## src/rtl/nibble_serial_addsub_if.sv

```systemverilog
// nibble_serial_addsub_if: operand handshake and result bus for the nibble-serial adder/subtractor.
interface nibble_serial_addsub_if #(parameter int WIDTH = 16);
   logic             in_valid;
   logic             in_ready;
   logic [WIDTH-1:0] a;
   logic [WIDTH-1:0] b;
   logic             sub;
   logic             out_valid;
   logic             out_ready;
   logic [WIDTH-1:0] sum;
   logic             cout;
   logic             ovf;
   modport master (output in_valid, a, b, sub, out_ready,
                   input  in_ready, out_valid, sum, cout, ovf);
   modport slave  (input  in_valid, a, b, sub, out_ready,
                   output in_ready, out_valid, sum, cout, ovf);
endinterface

```

## src/rtl/nibble_serial_addsub.sv

```systemverilog
// nibble_serial_addsub: multi-cycle adder/subtractor, one 4-bit lookahead group per clock.
// Define NSA_SATURATE_EN to clamp overflowing results to the most positive/negative value.
module nibble_serial_addsub #(
   parameter int WIDTH = 16
) (
   input logic clk,
   input logic rst,
   nibble_serial_addsub_if.slave bus
);
   localparam int N  = WIDTH / 4;
   localparam int CW = $clog2(N);
   typedef enum logic [1:0] {IDLE, BUSY, DONE} state_t;
   state_t           state;
   logic [WIDTH-1:0] ar, br, sum_r;
   logic [CW-1:0]    cnt;
   logic             carry, in_ready_r, out_valid_r, cout_r, ovf_r;
`ifdef NSA_SATURATE_EN
   logic             a_msb;
`endif
   logic [3:0]       an, bn, p, g, c, s;
   assign an = ar[4*cnt +: 4];
   assign bn = br[4*cnt +: 4];
   assign p  = an ^ bn;
   assign g  = an & bn;
   assign c[0] = g[0] | (p[0] & carry);
   assign c[1] = g[1] | (p[1] & g[0]) | (p[1] & p[0] & carry);
   assign c[2] = g[2] | (p[2] & g[1]) | (p[2] & p[1] & g[0]) | (p[2] & p[1] & p[0] & carry);
   assign c[3] = g[3] | (p[3] & g[2]) | (p[3] & p[2] & g[1]) | (p[3] & p[2] & p[1] & g[0])
               | (&p & carry);
   assign s  = p ^ {c[2:0], carry};
   assign bus.in_ready  = in_ready_r;
   assign bus.out_valid = out_valid_r;
   assign bus.sum       = sum_r;
   assign bus.cout      = cout_r;
   assign bus.ovf       = ovf_r;
   always_ff @(posedge clk) begin
      if (rst) begin
         state       <= IDLE;
         in_ready_r  <= 1'b1;
         out_valid_r <= 1'b0;
         sum_r       <= '0;
         cout_r      <= 1'b0;
         ovf_r       <= 1'b0;
         cnt         <= '0;
         carry       <= 1'b0;
         ar          <= '0;
         br          <= '0;
      end else begin
         case (state)
            IDLE: if (bus.in_valid) begin
               ar         <= bus.a;
               br         <= bus.b ^ {WIDTH{bus.sub}};
               carry      <= bus.sub;
               cnt        <= '0;
               in_ready_r <= 1'b0;
               state      <= BUSY;
`ifdef NSA_SATURATE_EN
               a_msb      <= bus.a[WIDTH-1];
`endif
            end
            BUSY: begin
               sum_r[4*cnt +: 4] <= s;
               carry             <= c[3];
               cnt               <= cnt + 1'b1;
               if (cnt == CW'(N-1)) begin
                  cout_r      <= c[3];
                  ovf_r       <= c[3] ^ c[2];
                  out_valid_r <= 1'b1;
                  state       <= DONE;
`ifdef NSA_SATURATE_EN
                  // later NBA overrides the nibble write above when clamping
                  if (c[3] ^ c[2])
                     sum_r <= a_msb ? {1'b1, {(WIDTH-1){1'b0}}} : {1'b0, {(WIDTH-1){1'b1}}};
`endif
               end
            end
            DONE: if (bus.out_ready) begin
               out_valid_r <= 1'b0;
               in_ready_r  <= 1'b1;
               state       <= IDLE;
            end
            default: state <= IDLE;
         endcase
      end
   end
endmodule

```

## src/flat_wrapper.sv

```systemverilog
// flat-port wrapper written by rule: the top's interface ports become plain ports
module nibble_serial_addsub_flat 
#(
   parameter int WIDTH = 16
)
  (clk, rst, bus_in_valid, bus_a, bus_b, bus_sub, bus_out_ready, bus_in_ready, bus_out_valid, bus_sum, bus_cout, bus_ovf);
  nibble_serial_addsub_if #(.WIDTH(WIDTH)) bus_i ();
  input logic clk;
  input logic rst;
  input wire logic [$bits(bus_i.in_valid)-1:0] bus_in_valid;
  input wire logic [$bits(bus_i.a)-1:0] bus_a;
  input wire logic [$bits(bus_i.b)-1:0] bus_b;
  input wire logic [$bits(bus_i.sub)-1:0] bus_sub;
  input wire logic [$bits(bus_i.out_ready)-1:0] bus_out_ready;
  output wire logic [$bits(bus_i.in_ready)-1:0] bus_in_ready;
  output wire logic [$bits(bus_i.out_valid)-1:0] bus_out_valid;
  output wire logic [$bits(bus_i.sum)-1:0] bus_sum;
  output wire logic [$bits(bus_i.cout)-1:0] bus_cout;
  output wire logic [$bits(bus_i.ovf)-1:0] bus_ovf;
  assign bus_i.in_valid = bus_in_valid;
  assign bus_i.a = bus_a;
  assign bus_i.b = bus_b;
  assign bus_i.sub = bus_sub;
  assign bus_i.out_ready = bus_out_ready;
  assign bus_in_ready = bus_i.in_ready;
  assign bus_out_valid = bus_i.out_valid;
  assign bus_sum = bus_i.sum;
  assign bus_cout = bus_i.cout;
  assign bus_ovf = bus_i.ovf;
  nibble_serial_addsub #(.WIDTH(WIDTH)) u_core (.clk(clk), .rst(rst), .bus(bus_i));
endmodule
```

## config.mk

```make
export PLATFORM = sky130hd
export DESIGN_NAME = nibble_serial_addsub_flat
export DESIGN_NICKNAME = d
export VERILOG_FILES = /design/src/rtl/nibble_serial_addsub_if.sv /design/src/rtl/nibble_serial_addsub.sv /design/src/flat_wrapper.sv
export SDC_FILE = /design/constraint.sdc
export NUM_CORES = 1
export LEC_CHECK = 0
export CAP_MARGIN = 0
export CORE_ASPECT_RATIO = 0.6
export CORE_MARGIN = 2
export CORE_UTILIZATION = 53
export CTS_BUF_LIST = sky130_fd_sc_hd__clkbuf_8
export DETAILED_ROUTE_END_ITERATION = 8
export PLACE_DENSITY_LB_ADDON = 0.2
export SLEW_MARGIN = 0
export SYNTH_ARGS = -nofsm -noshare
export SYNTH_HDL_FRONTEND = slang
export SYNTH_SLANG_ARGS = --single-unit
```

## constraint.sdc

```tcl
create_clock -name clk -period 3.3 [get_ports clk]
set_input_delay 0.66 -clock clk [delete_from_list [all_inputs] [get_ports clk]]
set_output_delay 0.66 -clock clk [all_outputs]
set_load 0.05 [all_outputs]
```

Yosys cells after proc, flatten, opt, wreduce, memory -nomap -nowiden
Index checks and enable logic that the tools add are counted.
Widths: inputs -> output; s select.
{"block": "op_classes", "n_reduce_logical": 11, "eq_ne": 6, "shift": 4, "n_bitwise": 30, "add_sub_neg": 2, "mux": 15}
{"operator": "$neg 4->34", "count": 1}
{"operator": "$shift 4x34->16 const A", "count": 1}
{"operator": "$shiftx 4x34->16", "count": 1}
{"operator": "$shiftx 16x5->4", "count": 2}
{"operator": "$bwmux 16", "count": 1}
{"operator": "$xor 16x16->16", "count": 1}
{"operator": "$and 1x1->1", "count": 15}
{"operator": "$or 1x1->1", "count": 10}
{"operator": "$reduce_and 3->1", "count": 3}
{"operator": "$mux 2", "count": 4}
{"operator": "$xor 4x4->4", "count": 2}
{"operator": "$pmux 1 s2", "count": 3}
{"operator": "$pmux 2 s3", "count": 1}
{"operator": "$reduce_and 2->1", "count": 3}
{"operator": "$reduce_bool 2->1", "count": 3}
{"operator": "$mux 1", "count": 5}
{"operator": "$and 4x4->4", "count": 1}
{"operator": "$eq 2x2->1 const B", "count": 2}
{"operator": "$ne 2x2->1 const B", "count": 2}
{"operator": "$pmux 2 s2", "count": 1}
{"operator": "$reduce_and 4->1", "count": 1}
{"operator": "$add 2x1->2 const B", "count": 1}
{"operator": "$eq 2x1->1 const B", "count": 1}
{"operator": "$logic_not 2->1", "count": 1}
{"operator": "other kinds (2)", "count": 2}
{"block": "totals", "inputBits": 37, "reg_bits": 57, "output_inout_bits": 20}

Depth between registers and ports, before layout
{"block": "logic_depth", "depth_word": 9, "mapped_depth": 7, "depth_no_buf": 6}

Worst setup path before layout
OpenSTA, ideal clock, no wires.
{"block": "synth_timing", "kind": "flip-flop to flip-flop", "from": "register u_core.cnt[0]", "to": "register u_core.sum_r[14] (netlist: u_core.bus.sum[14])", "setup_slack_ns": 0.916, "n_path_buf": 1, "required_ns": 3.172, "arrival_ns": 2.256, "path_stages_with_launch": 8, "synth_period_minus_slack_ns": 2.384, "path_cell_list": "dfxtp_1 > buf_6 > mux4_2 > ha_1 > a211o_1 > a21o_1 > a32oi_1 > nor2_1"}
{"block": "synth_via", "elab_chain_len": 9, "word_cells_on_any_way": 24}
{"element": "start, declared", "line_no": "nibble_serial_addsub.sv:15", "text": "logic [CW-1:0] cnt;"}
{"element": "start signal, assigned", "line_no": "nibble_serial_addsub.sv:64", "text": "cnt <= cnt + 1'b1;"}
{"element": "$shiftx 16x5->4 (on tied branches)", "line_no": "nibble_serial_addsub.sv:21, nibble_serial_addsub.sv:22"}
{"element": "$xor 4x4->4 or $and 4x4->4 (tied branches)", "line_no": "nibble_serial_addsub.sv:23, nibble_serial_addsub.sv:24"}
{"element": "$and 1x1->1", "line_no": "nibble_serial_addsub.sv:27", "text": "assign c[2] = g[2] | (p[2] & g[1]) | (p[2] & p[1] & g[0]) | (p[2] & p[1] & p[0] & carry);"}
{"element": "$or 1x1->1 or $and 1x1->1 (tied branches) (2 in series)", "line_no": "nibble_serial_addsub.sv:27"}
{"element": "$or 1x1->1", "line_no": "nibble_serial_addsub.sv:27"}
{"element": "$xor 4x4->4", "line_no": "nibble_serial_addsub.sv:30", "text": "assign s = p ^ {c[2:0], carry};"}
{"element": "$shiftx 4x34->16", "line_no": "nibble_serial_addsub.sv:62", "text": "sum_r[4*cnt +: 4] <= s;"}
{"element": "$bwmux 16 *", "line_no": "nibble_serial_addsub.sv:62"}
{"element": "end signal, assigned by index", "line_no": "nibble_serial_addsub.sv:62"}
{"element": "end, declared", "line_no": "nibble_serial_addsub.sv:14", "text": "logic [WIDTH-1:0] ar, br, sum_r;"}
Every way passes the cells marked *; elsewhere a longest branch is shown, timed or not.
A chain may end at the register's enable or synchronous reset.

Final worst setup path
{"block": "layout_timing", "from": "register u_core.cnt[0]", "to": "register u_core.sum_r[7] (netlist: u_core.bus.sum[7])"}
The elaborated chain is that of the path after synthesis.

==> impl_metrics.tcl <==
set metrics [dict create \
    min_period_over_period 0.796 \
    cts.htree.levels 3 \
    switching_share 0.261 \
    maxSlewViolCount 0 \
    skew_ns 0.00656 \
    syn_nets 339 \
    cp.required_ns 3.49 \
    crit_path_start_kind "flip-flop" \
    p_per_area_mw_per_mm2 476 \
    pwr-share-clk 0.378 \
    layout.nets 389 \
    utilization 0.696 \
    die_w_um 97.9 \
    cp_max_fo 11 \
    fill_cells 412 \
    ys_async_sr_fraction 0 \
    critPathKind "reg -> reg" \
    cts_hold_buf 0 \
    post-cts-setup-buffers 0 \
    cts_tree "built" \
    cts_resized 0 \
    overflow 0 \
    power_leakage_nw 1.32 \
    setup_tns_ns 0 \
    synth_area_mm2 0.00280 \
    synthFlopType "dfxtp_1" \
    grt_pass1_vias 2048 \
    regArea_mm2 0.00114 \
    pwr-share-seq 0.449 \
    drt_iter0_drc 94 \
    combinationalPowerShare 0.173 \
    drt-total-wl_um 5950 \
    clk_latency_ns 0.33 \
    root_buffer "clkbuf_8" \
    hpwl_um 4320 \
    start_util 0.552 \
    clkTransAtPathRegs_ns 0.06 \
    ios 57 \
    grt_first_pass_wirelength_um 9940 \
    setup_viol 0 \
    rsz0062_at_grt "false" \
    worstMarginPinSlew_ns 0.671 \
    grt_max_degree 49 \
    insertedDiodeCount 0 \
    drv_cap 0 \
    io_buffers 56 \
    cts_num_sinks 57 \
    final_antenna_net_count 0 \
    hold_viol_final 0 \
    synth_cells 290 \
    yosysSeqAreaShare 0.407 \
    syn-mean-instance-area_um2 9.66 \
    end_kind "flip-flop" \
    status "finished clean" \
    numCtsBuffers 9 \
    max_freq_mhz 381 \
    p_int_mw 1.24 \
    ys_ff_latch 57 \
    placementRows 20 \
    grt_use_total 0.219 \
    drive_gt1_frac 0.140 \
    drc_errors 0 \
    synth_enable_flop_cells 0 \
    ctsLongestPathBuffers 2 \
    dieArea_mm2 0.00591 \
    yosysWarnings 0 \
    hold_path.class "reg -> reg" \
    wl_per_cell_um 14.5 \
    relSlewSlack 0.553 \
    yosysUniqueCellTypes 47 \
    ir_drop_mv 0.250 \
    core_area_mm2 0.00508 \
    vias_per_cell 5.38 \
    switchingPower_mw 0.440 \
    drt_first_pass_iters 4 \
    multiInputGateArea_mm2 0.00151 \
    dr_total_vias 2207 \
    gp_congestion 0.834 \
    arrival_ns 2.81 \
    antenna_found_initial 0 \
    die_y_um 60.3 \
    area_growth_pct 26.2 \
    finalCriticalPeriod_ns 2.63 \
]
stage by stage:
| step | area [um^2] | cells | hold WS, ns | worst slack (ns) | power (mW) |
|---|---|---|---|---|---|
| after floorplan | 2800 | 290 | 0.433 | 0.916 | 0.973 |
| after global placement | 3340 | 395 | 0.448 | 0.786 | 1.05 |
| after detailed placement | 3340 | 395 | 0.451 | 0.671 | 1.06 |
| after CTS | 3540 | 410 | 0.459 | 0.645 | 1.70 |
| after global routing | 3540 | 410 | 0.482 | 0.477 | 1.76 |
| final | 3540 | 410 | 0.457 | 0.673 | 1.68 |
metal layers:
metal,GRT usage,vias to the layer above,part of all wire,routed length [um]
met1,0.306,1020,0.49,2910
li1,-,1110,-,-
met2,0.326,73,0.42,2520
met3,0.0783,4,0.082,491
met4,0.0595,0,0.0060,36
met5,0,-,0,0
registers in the layout (all words and copies together), names as in the netlist:
| register | count |
|---|---|
| u_core.ar | 16 |
| u_core.br | 16 |
| u_core.bus.sum | 16 |
| u_core.cnt | 2 |
| u_core.state | 2 |
| u_core.bus.cout | 1 |
| u_core.bus.in_ready | 1 |
| u_core.bus.out_valid | 1 |
| u_core.bus.ovf | 1 |
| u_core.carry | 1 |
cell families (layout without fill, tap and decap cells):
logic type	Yosys count	in the layout	synth area share
adder cells (fa/ha/maj)	12	12	0.0562
XOR/XNOR	18	18	0.0589
AND/OR/NAND/NOR	97	97	0.178
AO/OA/AOI/OAI	69	69	0.176
buffers and inverters	28	82	0.0558
flip-flops	57	57	0.407
multiplexers	9	9	0.0679
critical path, cell delays in order (launching register included):
cell	delay, ns
dfxtp_1	0.69
mux4_2	0.60
ha_1	0.38
a41oi_2	0.28
o21ai_4	0.13
xnor2_2	0.30
o31ai_2	0.10
final timing paths:
path / cells after the start / slack [ns] / start / endpoint
setup / recovery: 6 / 0.67 / u_core.cnt[0]$_SDFFE_PP0P_ / u_core.bus.sum[7]$_SDFFE_PP0P_
hold / removal: 2 / 0.46 / u_core.ar[11]$_SDFFE_PP0P_ / u_core.ar[11]$_SDFFE_PP0P_
setup reg to reg: 6 / 0.67 / u_core.cnt[0]$_SDFFE_PP0P_ / u_core.bus.sum[7]$_SDFFE_PP0P_
hold reg to reg: 2 / 0.46 / u_core.ar[11]$_SDFFE_PP0P_ / u_core.ar[11]$_SDFFE_PP0P_
synthesized netlist by cell type (2+ instances only):
| cell type | number | area share |
|---|---|---|
| or2_1 | 2 | 0.0045 |
| xnor2_1 | 16 | 0.050 |
| inv_2 | 5 | 0.0067 |
| ha_1 | 11 | 0.049 |
| a211oi_1 | 18 | 0.048 |
| a22oi_1 | 8 | 0.021 |
| o31ai_2 | 4 | 0.018 |
| inv_1 | 2 | 0.0027 |
| a21oi_1 | 27 | 0.048 |
| clkbuf_1 | 7 | 0.0094 |
| nand3_1 | 2 | 0.0036 |
| a32oi_1 | 4 | 0.012 |
| o21bai_1 | 2 | 0.0054 |
| nor2_1 | 33 | 0.044 |
| dfxtp_1 | 57 | 0.41 |
| buf_2 | 5 | 0.0089 |
| nand2_1 | 39 | 0.052 |
| buf_4 | 4 | 0.011 |
| buf_6 | 4 | 0.016 |
| nand3b_1 | 5 | 0.013 |
| nor2b_1 | 2 | 0.0045 |
| mux4_2 | 8 | 0.064 |
cell type report:
class | count | share of cell area
clock buffer | 11 | 0.0428
clock inverter | 4 | 0.0124
inverter | 7 | 0.00743
multi-input combinational | 205 | 0.426
sequential | 57 | 0.323
tap | 66 | 0.0234
timing repair buffer | 60 | 0.166
cell usage in the layout (no fill, tap or decap), types with 2 or more instances in the layout:
| master | instances |
|---|---|
| dfxtp_1 | 57 |
| clkdlybuf4s50_1 | 55 |
| nand2_1 | 39 |
| nor2_1 | 33 |
| a21oi_1 | 27 |
| a211oi_1 | 18 |
| xnor2_1 | 16 |
| ha_1 | 11 |
| clkbuf_8 | 11 |
| mux4_2 | 8 |
| a22oi_1 | 8 |
| inv_2 | 5 |
| nand3b_1 | 5 |
| a32oi_1 | 4 |
| o31ai_2 | 4 |
| buf_4 | 4 |
| inv_1 | 3 |
| or2_1 | 2 |
| o21bai_1 | 2 |
| nand3_1 | 2 |
| nor2b_1 | 2 |
| clkinv_2 | 2 |
power groups by stage:
stage	combinational [mW]	sequential [mW]	clock [mW]
after global placement	0.283	0.772	0
after global routing	0.321	0.762	0.682
after detailed placement	0.292	0.771	0
after floorplan	0.201	0.772	0
final	0.291	0.757	0.637
after CTS	0.293	0.756	0.649
No activity file was read; power rests on OpenSTA's default activity.
